### src/rtl/sync_fifo_param.sv
// sync_fifo_param -- parametrised single-clock FIFO.
//
// Stores DEPTH words of DATA_W bits. It has programmable almost-full and
// almost-empty thresholds, an occupancy count and one-cycle
// overflow/underflow pulses. All flags decode from the registered occupancy
// count, so no combinational path runs from wr_en/rd_en to any flag.
//
// Build option:
//   FIFO_FWFT_EN  defined   -> first-word-fall-through. dout shows the head
//                              word whenever the FIFO is not empty, and
//                              valid = !empty.
//                 undefined -> standard registered read. dout is loaded on an
//                              accepted read, and valid pulses for one cycle.
//
// Parameters:
//   DATA_W     data width in bits (>= 1)
//   DEPTH      number of entries; power of two, >= 4
//   AF_THRESH  almost_full  when data_count >= AF_THRESH (1..DEPTH)
//   AE_THRESH  almost_empty when data_count <= AE_THRESH (0..DEPTH-1)
//
// Ports:
//   clk          sole clock, rising edge
//   srst         asynchronous active-high reset
//   din, wr_en   write data / write request (ignored while full)
//   rd_en        read request / pop (ignored while empty)
//   dout, valid  read data and its qualifier
//   full, empty, almost_full, almost_empty   occupancy flags
//   data_count   entries stored, 0..DEPTH
//   overflow     one-cycle pulse for a write rejected because the FIFO was full
//   underflow    one-cycle pulse for a read rejected because the FIFO was empty
module sync_fifo_param #(
  parameter int DATA_W    = 8,
  parameter int DEPTH     = 16,
  parameter int AF_THRESH = DEPTH - 2,
  parameter int AE_THRESH = 2
) (
  input  logic                     clk,
  input  logic                     srst,
  input  logic [DATA_W-1:0]        din,
  input  logic                     wr_en,
  input  logic                     rd_en,
  output logic [DATA_W-1:0]        dout,
  output logic                     valid,
  output logic                     full,
  output logic                     empty,
  output logic                     almost_full,
  output logic                     almost_empty,
  output logic [$clog2(DEPTH):0]   data_count,
  output logic                     overflow,
  output logic                     underflow
);

  localparam int AW = $clog2(DEPTH);
  localparam int CW = AW + 1;

  localparam logic [CW-1:0] DEPTH_C = CW'(DEPTH);
  localparam logic [CW-1:0] AF_C    = CW'(AF_THRESH);
  localparam logic [CW-1:0] AE_C    = CW'(AE_THRESH);

  logic [DATA_W-1:0] mem [DEPTH];
  logic [AW-1:0]     wr_ptr;
  logic [AW-1:0]     rd_ptr;
  logic              wr_ok;
  logic              rd_ok;

  // Flags come from the registered count only.
  always_comb begin
    full         = (data_count == DEPTH_C);
    empty        = (data_count == '0);
    almost_full  = (data_count >= AF_C);
    almost_empty = (data_count <= AE_C);
  end

  // When the FIFO is full, a simultaneous read is still accepted and the write
  // is rejected. When it is empty, the write is accepted and the read is
  // rejected. Both cases follow directly from gating each side with its own
  // pre-edge flag.
  always_comb begin
    wr_ok = wr_en && !full;
    rd_ok = rd_en && !empty;
  end

  always_ff @(posedge clk or posedge srst) begin
    if (srst) begin
      wr_ptr     <= '0;
      rd_ptr     <= '0;
      data_count <= '0;
      overflow   <= 1'b0;
      underflow  <= 1'b0;
    end else begin
      if (wr_ok) wr_ptr <= wr_ptr + 1'b1;
      if (rd_ok) rd_ptr <= rd_ptr + 1'b1;
      case ({wr_ok, rd_ok})
        2'b10:   data_count <= data_count + 1'b1;
        2'b01:   data_count <= data_count - 1'b1;
        default: data_count <= data_count;
      endcase
      overflow  <= wr_en && full;
      underflow <= rd_en && empty;
    end
  end

  // Storage has no reset; stale contents become unreachable once the pointers
  // and count clear.
  always_ff @(posedge clk) begin
    if (wr_ok) mem[wr_ptr] <= din;
  end

`ifdef FIFO_FWFT_EN
  // dout is forced to zero while empty so that reset and the empty state show
  // a defined value instead of a stale memory word.
  always_comb begin
    dout  = empty ? '0 : mem[rd_ptr];
    valid = !empty;
  end
`else
  always_ff @(posedge clk or posedge srst) begin
    if (srst) begin
      dout  <= '0;
      valid <= 1'b0;
    end else begin
      valid <= rd_ok;
      if (rd_ok) dout <= mem[rd_ptr];
    end
  end
`endif

endmodule

### config.mk
export PLATFORM = sky130hd
export DESIGN_NAME = sync_fifo_param
export DESIGN_NICKNAME = d
export VERILOG_FILES = /design/src/rtl/sync_fifo_param.sv
export SDC_FILE = /design/constraint.sdc
export NUM_CORES = 1
export LEC_CHECK = 0
export BUFFER_PORTS_ARGS = -buffer_cell sky130_fd_sc_hd__buf_2
export CAP_MARGIN = 0
export CORE_UTILIZATION = 52
export DETAILED_ROUTE_END_ITERATION = 6
export PLACE_DENSITY = 0.78
export SKIP_CTS_REPAIR_TIMING = 1
export SYNTH_ARGS = -nofsm -noshare
export SYNTH_HDL_FRONTEND = slang
export SYNTH_SLANG_ARGS = --single-unit
### constraint.sdc
create_clock -name clk -period 2.95 [get_ports clk]
set_clock_uncertainty 0.2 [all_clocks]
set_input_delay 0.59 -clock clk [delete_from_list [all_inputs] [get_ports clk]]
set_output_delay 0.59 -clock clk [all_outputs]
set_load 0.01 [all_outputs]
==> qor.txt, run 1 <==
DRT Wirelength: 12190 um
First-pass GRT wire length: 18890 um
Detail Route Antenna Nets: 0
# rows: 39
CP required: 3.03 ns
Final-stage net count: 394
CTS tree: done
Vias in the first global route: 3306
Root Buffer: clkbuf_16
R2r endpoint: data_count[4]
Unrepaired setup endpoints after global routing: false
Fraction of the yosys area taken by sequential cells: 72.02%
Count of cell types in the netlist: 41
Total gr overflow: 0
Slew @ Worst Pin: 1.011 ns
CP Data Arrival Time: 2.92 ns
Synth Cell Area: 6171 um2
Final slew viol count: 0
Pwr Total: 7.130 mW
Clk sinks: 152
Minimum clock period: 2.839 ns
Yosys reg bits: 152
Commonest non-fill, non-tap cells in the layout: edfxtp_1, mux4_2, buf_2
Initial Utilization: 53.81%
Placed cell area: 6558 um2
Ys Warns: 0
Full die area: 12310 um2
Crit path from: data_count[0]
Leak: 2.553 nW
CTS max path bufs: 2
CP endpoint: data_count[4]
PD cells: 993.5 nW/um2
# setup viols final: 0
Synthesized-area fraction occupied by adder cells: 1.825%
TNS Setup: 0 ns
Port Buffers: 31
Largest net degree at the start of global routing: 25
Routed vias/inst: 5.928
Ant. Diodes: 0
H-tree depth: 4
GR Util All Layers: 21.57%
Die Height: 110.9 um
# DRC: 0
Initial detailed-routing violation count: 364
Critical path capture point type: register
Max cap viols: 0
Final GP Congestion: 0.7768
Initial antenna violation count: 0
Net Count, Synth: 345
Register-to-Register Setup Slack: 0.11 ns
Post-synthesis xor/xnor area fraction: 1.419%
Critical path peak fanout: 8
WS Path Type: reg2reg
Inserted Clock Buffers: 17
Largest family of logic cells by synthesized area: multiplexers
Placeable core area: 11470 um2
Tcrit/Tclk final: 96.25%
Most common cell after layout, fill and taps aside: edfxtp_1
Final instance area: 7177 um2
Worst Setup Start Kind: register
Maximum vdd drop: 724.5 uV
Share of post-route cells with drive strength above 1: 33.16%
Fmax: 352.2 MHz
Fin. Hold Viols: 0
Mux contribution to synthesized area: 14.46%
Compound-Gate Fraction of Synth Area: 3.771%
Avg Inst Size Synth: 19.05 um2
Cell count after synthesis: 324
Post-DR wirelength/cell: 23.05 um
Reg2reg path depth: 10
Clk slew on worst S/H paths: 0.06 ns
Max_slew headroom: 32.34%
Area Overhead vs Synth: 16.30%
Reg2reg start: data_count[0]
Drt pass-1 iters: 4
IO Pins: 32
Hpwl dp: 7482 um
Post-synthesis simple-gate area fraction: 4.380%
Vias: 3136
Hold Path Class: in2async
Status: completed
Die Wd: 110.9 um
Clk_lat worst skew: 0.41 ns
-- power by group --
group	internal (mW)	total (mW)	leakage, nW	switching [mW]
Sequential	2.66	2.92	1.45	0.255
Combinational	0.988	2.06	0.825	1.07
Clock	1.33	2.15	0.282	0.819
-- kinds of logic after synthesis --
family | Yosys count
mux | 49
xor+xnor | 10
flops | 152
fa+ha+maj | 9
buf+inv | 25
compound gates | 24
simple gates | 55
-- stage by stage --
stage	setup WS, ns	utilization [%]	std cells	hold slack, ns
after CTS	0.06987	62.33	529	0.1975
after global placement	0.2027	57.18	497	0.2839
after floorplan	0.01052	-	324	0.3277
after global routing	0.01771	62.59	529	0.2281
final	0.1106	62.59	529	0.2193
after detailed placement	0.08956	57.18	497	0.2993
-- state kept, by name, summed over array words and instances, names as in the netlist --
register,flops
data_count,5
overflow,1
rd_ptr,4
valid,1
wr_ptr,4
dout,8
mem,128
underflow,1
-- per-layer routing --
layer | wire, um | GRT usage (%)
met1 | 4950 | 27.56
met2 | 6313 | 35.36
met3 | 780 | 5.960
met4 | 146 | 8.267
met5 | 0 | 0
-- final cells by class --
class / count / area (um2)
flip-flops and latches: 152 / 4446
fillers: 762 / 4290
multi-input cells: 147 / 1622
clock buffers: 21 / 440.4
repair buffers: 49 / 315.3
well taps: 143 / 178.9
clock inverters: 11 / 150.1
inverters: 6 / 25.02
-- worst max-delay path: stages (launching register included) --
cell and delay, ns:
dfrtp_1 0.38, or4_4 0.55, o21ai_4 0.18, inv_4 0.09, ha_1 0.22, xor2_1 0.16
ha_1 0.22, o211a_1 0.23, o31ai_1 0.23, a31oi_1 0.09, xor2_1 0.16
-- Yosys cell counts (all sizes together) --
| master | n | area (um2) |
|---|---|---|
| nor2b | 1 | 6.260 |
| and2 | 2 | 12.51 |
| o221ai | 8 | 120.1 |
| and3 | 1 | 6.260 |
| nor4 | 1 | 6.260 |
| a21o | 1 | 7.510 |
| mux2 | 1 | 11.26 |
| edfxtp | 128 | 3844 |
| xor2 | 4 | 35.03 |
| a31oi | 1 | 6.260 |
| nand4 | 2 | 12.51 |
| a21boi | 1 | 11.26 |
| o21ai | 5 | 28.78 |
| inv | 6 | 22.52 |
| a311oi | 1 | 8.760 |
| ha | 9 | 112.6 |
| a2111oi | 1 | 8.760 |
| a21oi | 3 | 15.01 |
| nor2 | 15 | 56.30 |
| nand2 | 22 | 90.09 |
| and3b | 1 | 8.760 |
| clkbuf | 6 | 22.52 |
| or4 | 1 | 11.26 |
| buf | 13 | 86.33 |
| o31ai | 1 | 7.510 |
| xnor2 | 6 | 52.55 |
| nor3b | 1 | 7.510 |
| nand2b | 4 | 32.53 |
| dfrtp | 24 | 600.6 |
| mux2i | 16 | 160.2 |
| o211a | 1 | 10.01 |
| nor3 | 4 | 20.02 |
| a31o | 1 | 8.760 |
| mux4 | 32 | 720.7 |
-- how the worst min path moves through the flow --
| stage | startpoint | end | cells past startpoint |
|---|---|---|---|
| 5_1_grt | rd_en | underflow | 2 |
| 2_1_floorplan | dout[0] | dout[0] | 2 |
| 3_3_place_gp | dout[6] | dout[6] | 2 |
| 3_5_place_dp | dout[0] | dout[0] | 2 |
| 4_1_cts | rd_en | underflow | 2 |
| 6_report | srst | dout[4] | 2 |
Power figures use the tool's default switching activity.
==> inputs of run 2 (changes only) <==
--- a/config.mk
+++ b/config.mk
@@ -6,10 +6,10 @@
 export NUM_CORES = 1
 export LEC_CHECK = 0
 export BUFFER_PORTS_ARGS = -buffer_cell sky130_fd_sc_hd__buf_2
-export CAP_MARGIN = 0
-export CORE_UTILIZATION = 52
+export CAP_MARGIN = 20
+export CORE_UTILIZATION = 40
 export DETAILED_ROUTE_END_ITERATION = 6
-export PLACE_DENSITY = 0.78
+export PLACE_DENSITY = 0.64
 export SKIP_CTS_REPAIR_TIMING = 1
 export SYNTH_ARGS = -nofsm -noshare
 export SYNTH_HDL_FRONTEND = slang
==> qor.txt, run 2 (synthesized netlist as in run 1, its figures left out) <==
Status: completed
Post-DR wirelength/cell: 20.73 um (-10%)
CTS tree: done
Area Overhead vs Synth: 16.26% (about the same)
Final hold slack: 0.02989 ns (-0.1894 ns)
Port Buffers: 31 (unchanged)
Die Height: 126.2 um (+14%)
Vias in the first global route: 3184 (-3.7%)
Drt pass-1 iters: 4 (unchanged)
Dpl ws: 0.1751 ns (+0.08556 ns)
DRT Wirelength: 11880 um (-2.6%)
Ant. Diodes: 0 (unchanged)
Hpwl dp: 7571 um (+1.2%)
Die Wd: 126.2 um (+14%)
Final GP Congestion: 0.7325 (-5.7%)
CTS max path bufs: 2 (unchanged)
Hold Path Class: in2async
Clk_lat worst skew: 0.42 ns (about the same)
Total gr overflow: 0 (unchanged)
Tcrit/Tclk final: 93.70% (-2.6 points)
Largest registers: mem (128), dout (8), data_count (5)
Final slew viol count: 0 (unchanged)
# DRC: 0 (unchanged)
Routed vias/inst: 5.307 (-10%)
Critical path capture point type: register
TNS Setup: 0 ns (unchanged)
Detail Route Antenna Nets: 0 (unchanged)
Cells after DPL: 541 (+8.9%)
Max cap viols: 0 (unchanged)
Critical path peak fanout: 8 (unchanged)
Initial detailed-routing violation count: 191 (-48%)
# setup viols final: 0 (unchanged)
WS Path Type: reg2reg
CP max stage delay: 0.54 ns (about the same)
First-pass GRT wire length: 18660 um (-1.2%)
Initial Utilization: 40.74% (-13 points)
Initial antenna violation count: 0 (unchanged)
Final-stage net count: 393 (-0.25%)
Largest net degree at the start of global routing: 28 (+12%)
Unrepaired setup endpoints after global routing: false
CP Data Arrival Time: 2.85 ns (-0.07 ns)
Most common cell after layout, fill and taps aside: edfxtp_1
CP required: 3.04 ns (about the same)
Reg with most FFs: mem
# rows: 45 (+15%)
Worst Setup Start Kind: register
CP most frequent cell: ha_1
Max reg flops: 128 (unchanged)
Minimum clock period: 2.764 ns (-0.07533 ns)
CP Cell Sequence: or4_4 > o21ai_2 > inv_2 > ha_1 > buf_4 > ha_1 > o211a_1 > o31ai_1 > a31oi_1 > xor2_1
Root Buffer: clkbuf_16
Slowest-stage cell, CP: or4_4
Inserted Clock Buffers: 17 (unchanged)
Clk sinks: 152 (unchanged)
H-tree depth: 4 (unchanged)
PD cells: 969.5 nW/um2 (-2.4%)
Commonest non-fill, non-tap cells in the layout: edfxtp_1, mux4_2, buf_2
Vias: 3041 (-3.0%)
GR Util All Layers: 16.60% (-5.0 points)
Maximum vdd drop: 490.2 uV (-32%)
Fin. Hold Viols: 0 (unchanged)
Placeable core area: 15150 um2 (+32%)
Full die area: 15930 um2 (+29%)
IO Pins: 32 (unchanged)
Leak: 2.540 nW (-0.54%)
Fmax: 361.8 MHz (+2.7%)
Slew @ Worst Pin: 0.9485 ns (-0.06271 ns)
Layout Cells excl Fill: 573 (+8.3%)
Clk slew on worst S/H paths: 0.06 ns (about the same)
PnR worst setup slack: 0.1860 ns (+0.07533 ns)
Share of post-route cells with drive strength above 1: 33.25% (+0.086 points)
Max_slew headroom: 36.53% (+4.2 points)
==> run 2: cell count changes in the layout (fill, tap and decap cells not counted), sizes merged <==
cell / change
clkbuf: -1
inv: +5
buf: -1
clkinv: -2
bufinv: -2
==> run 2: layout make-up <==
class	instances	area, um2
clock buffers	20	446.7
clock inverters	12	115.1
fillers	1247	7971
inverters	6	22.52
multi-input cells	147	1602
flip-flops and latches	152	4446
well taps	188	235.2
repair buffers	48	307.8
==> run 2: critical path, delay by kind of cell (launching register included) <==
| family | cells | cell delay (ns) |
|---|---|---|
| compound gates | 4 | 0.54 |
| xor+xnor | 1 | 0.15 |
| fa+ha+maj | 2 | 0.54 |
| buf+inv | 2 | 0.29 |
| flops | 1 | 0.38 |
| simple gates | 1 | 0.54 |
==> run 2: path summary, 6_finish.rpt <==
path,start,slack [ns],depth (start not counted),end
worst max-delay path,data_count[0],0.19,10,data_count[4]
worst min-delay path,srst,0.03,3,valid
worst max register to register,data_count[0],0.19,10,data_count[4]
worst min register to register,dout[2],0.32,2,dout[2]
max in group asynchronous,srst,2.24,3,rd_ptr[2]
min in group clk,rd_en,0.21,2,underflow
==> run 2: power by group <==
| part | leakage [nW] | total, mW | switching (mW) | internal [mW] |
|---|---|---|---|---|
| clock network | 0.274 | 2.05 | 0.858 | 1.20 |
| logic | 0.820 | 2.00 | 1.04 | 0.955 |
| registers | 1.45 | 2.90 | 0.239 | 2.66 |
| total | 2.54 | 6.96 | 2.14 | 4.82 |
==> run 2: per-stage QoR <==
step                      total power, mW  util (%)  cell area (um2)
after floorplan                     4.344         -             6171
after global placement              4.936     43.62             6606
after detailed placement            4.991     43.62             6606
after CTS                           7.052     47.33             7168
after global routing                7.323     47.37             7174
final                               6.956     47.37             7174
==> run 2: metal layers <==
| layer | vias up | share of wire, % | global-route usage (%) |
|---|---|---|---|
| li1 | 1382 | - | - |
| met1 | 1562 | 45 | 21.48 |
| met2 | 81 | 49 | 26.62 |
| met3 | 16 | 5.2 | 5.268 |
| met4 | 0 | 1.3 | 5.528 |
| met5 | - | 0 | 0 |
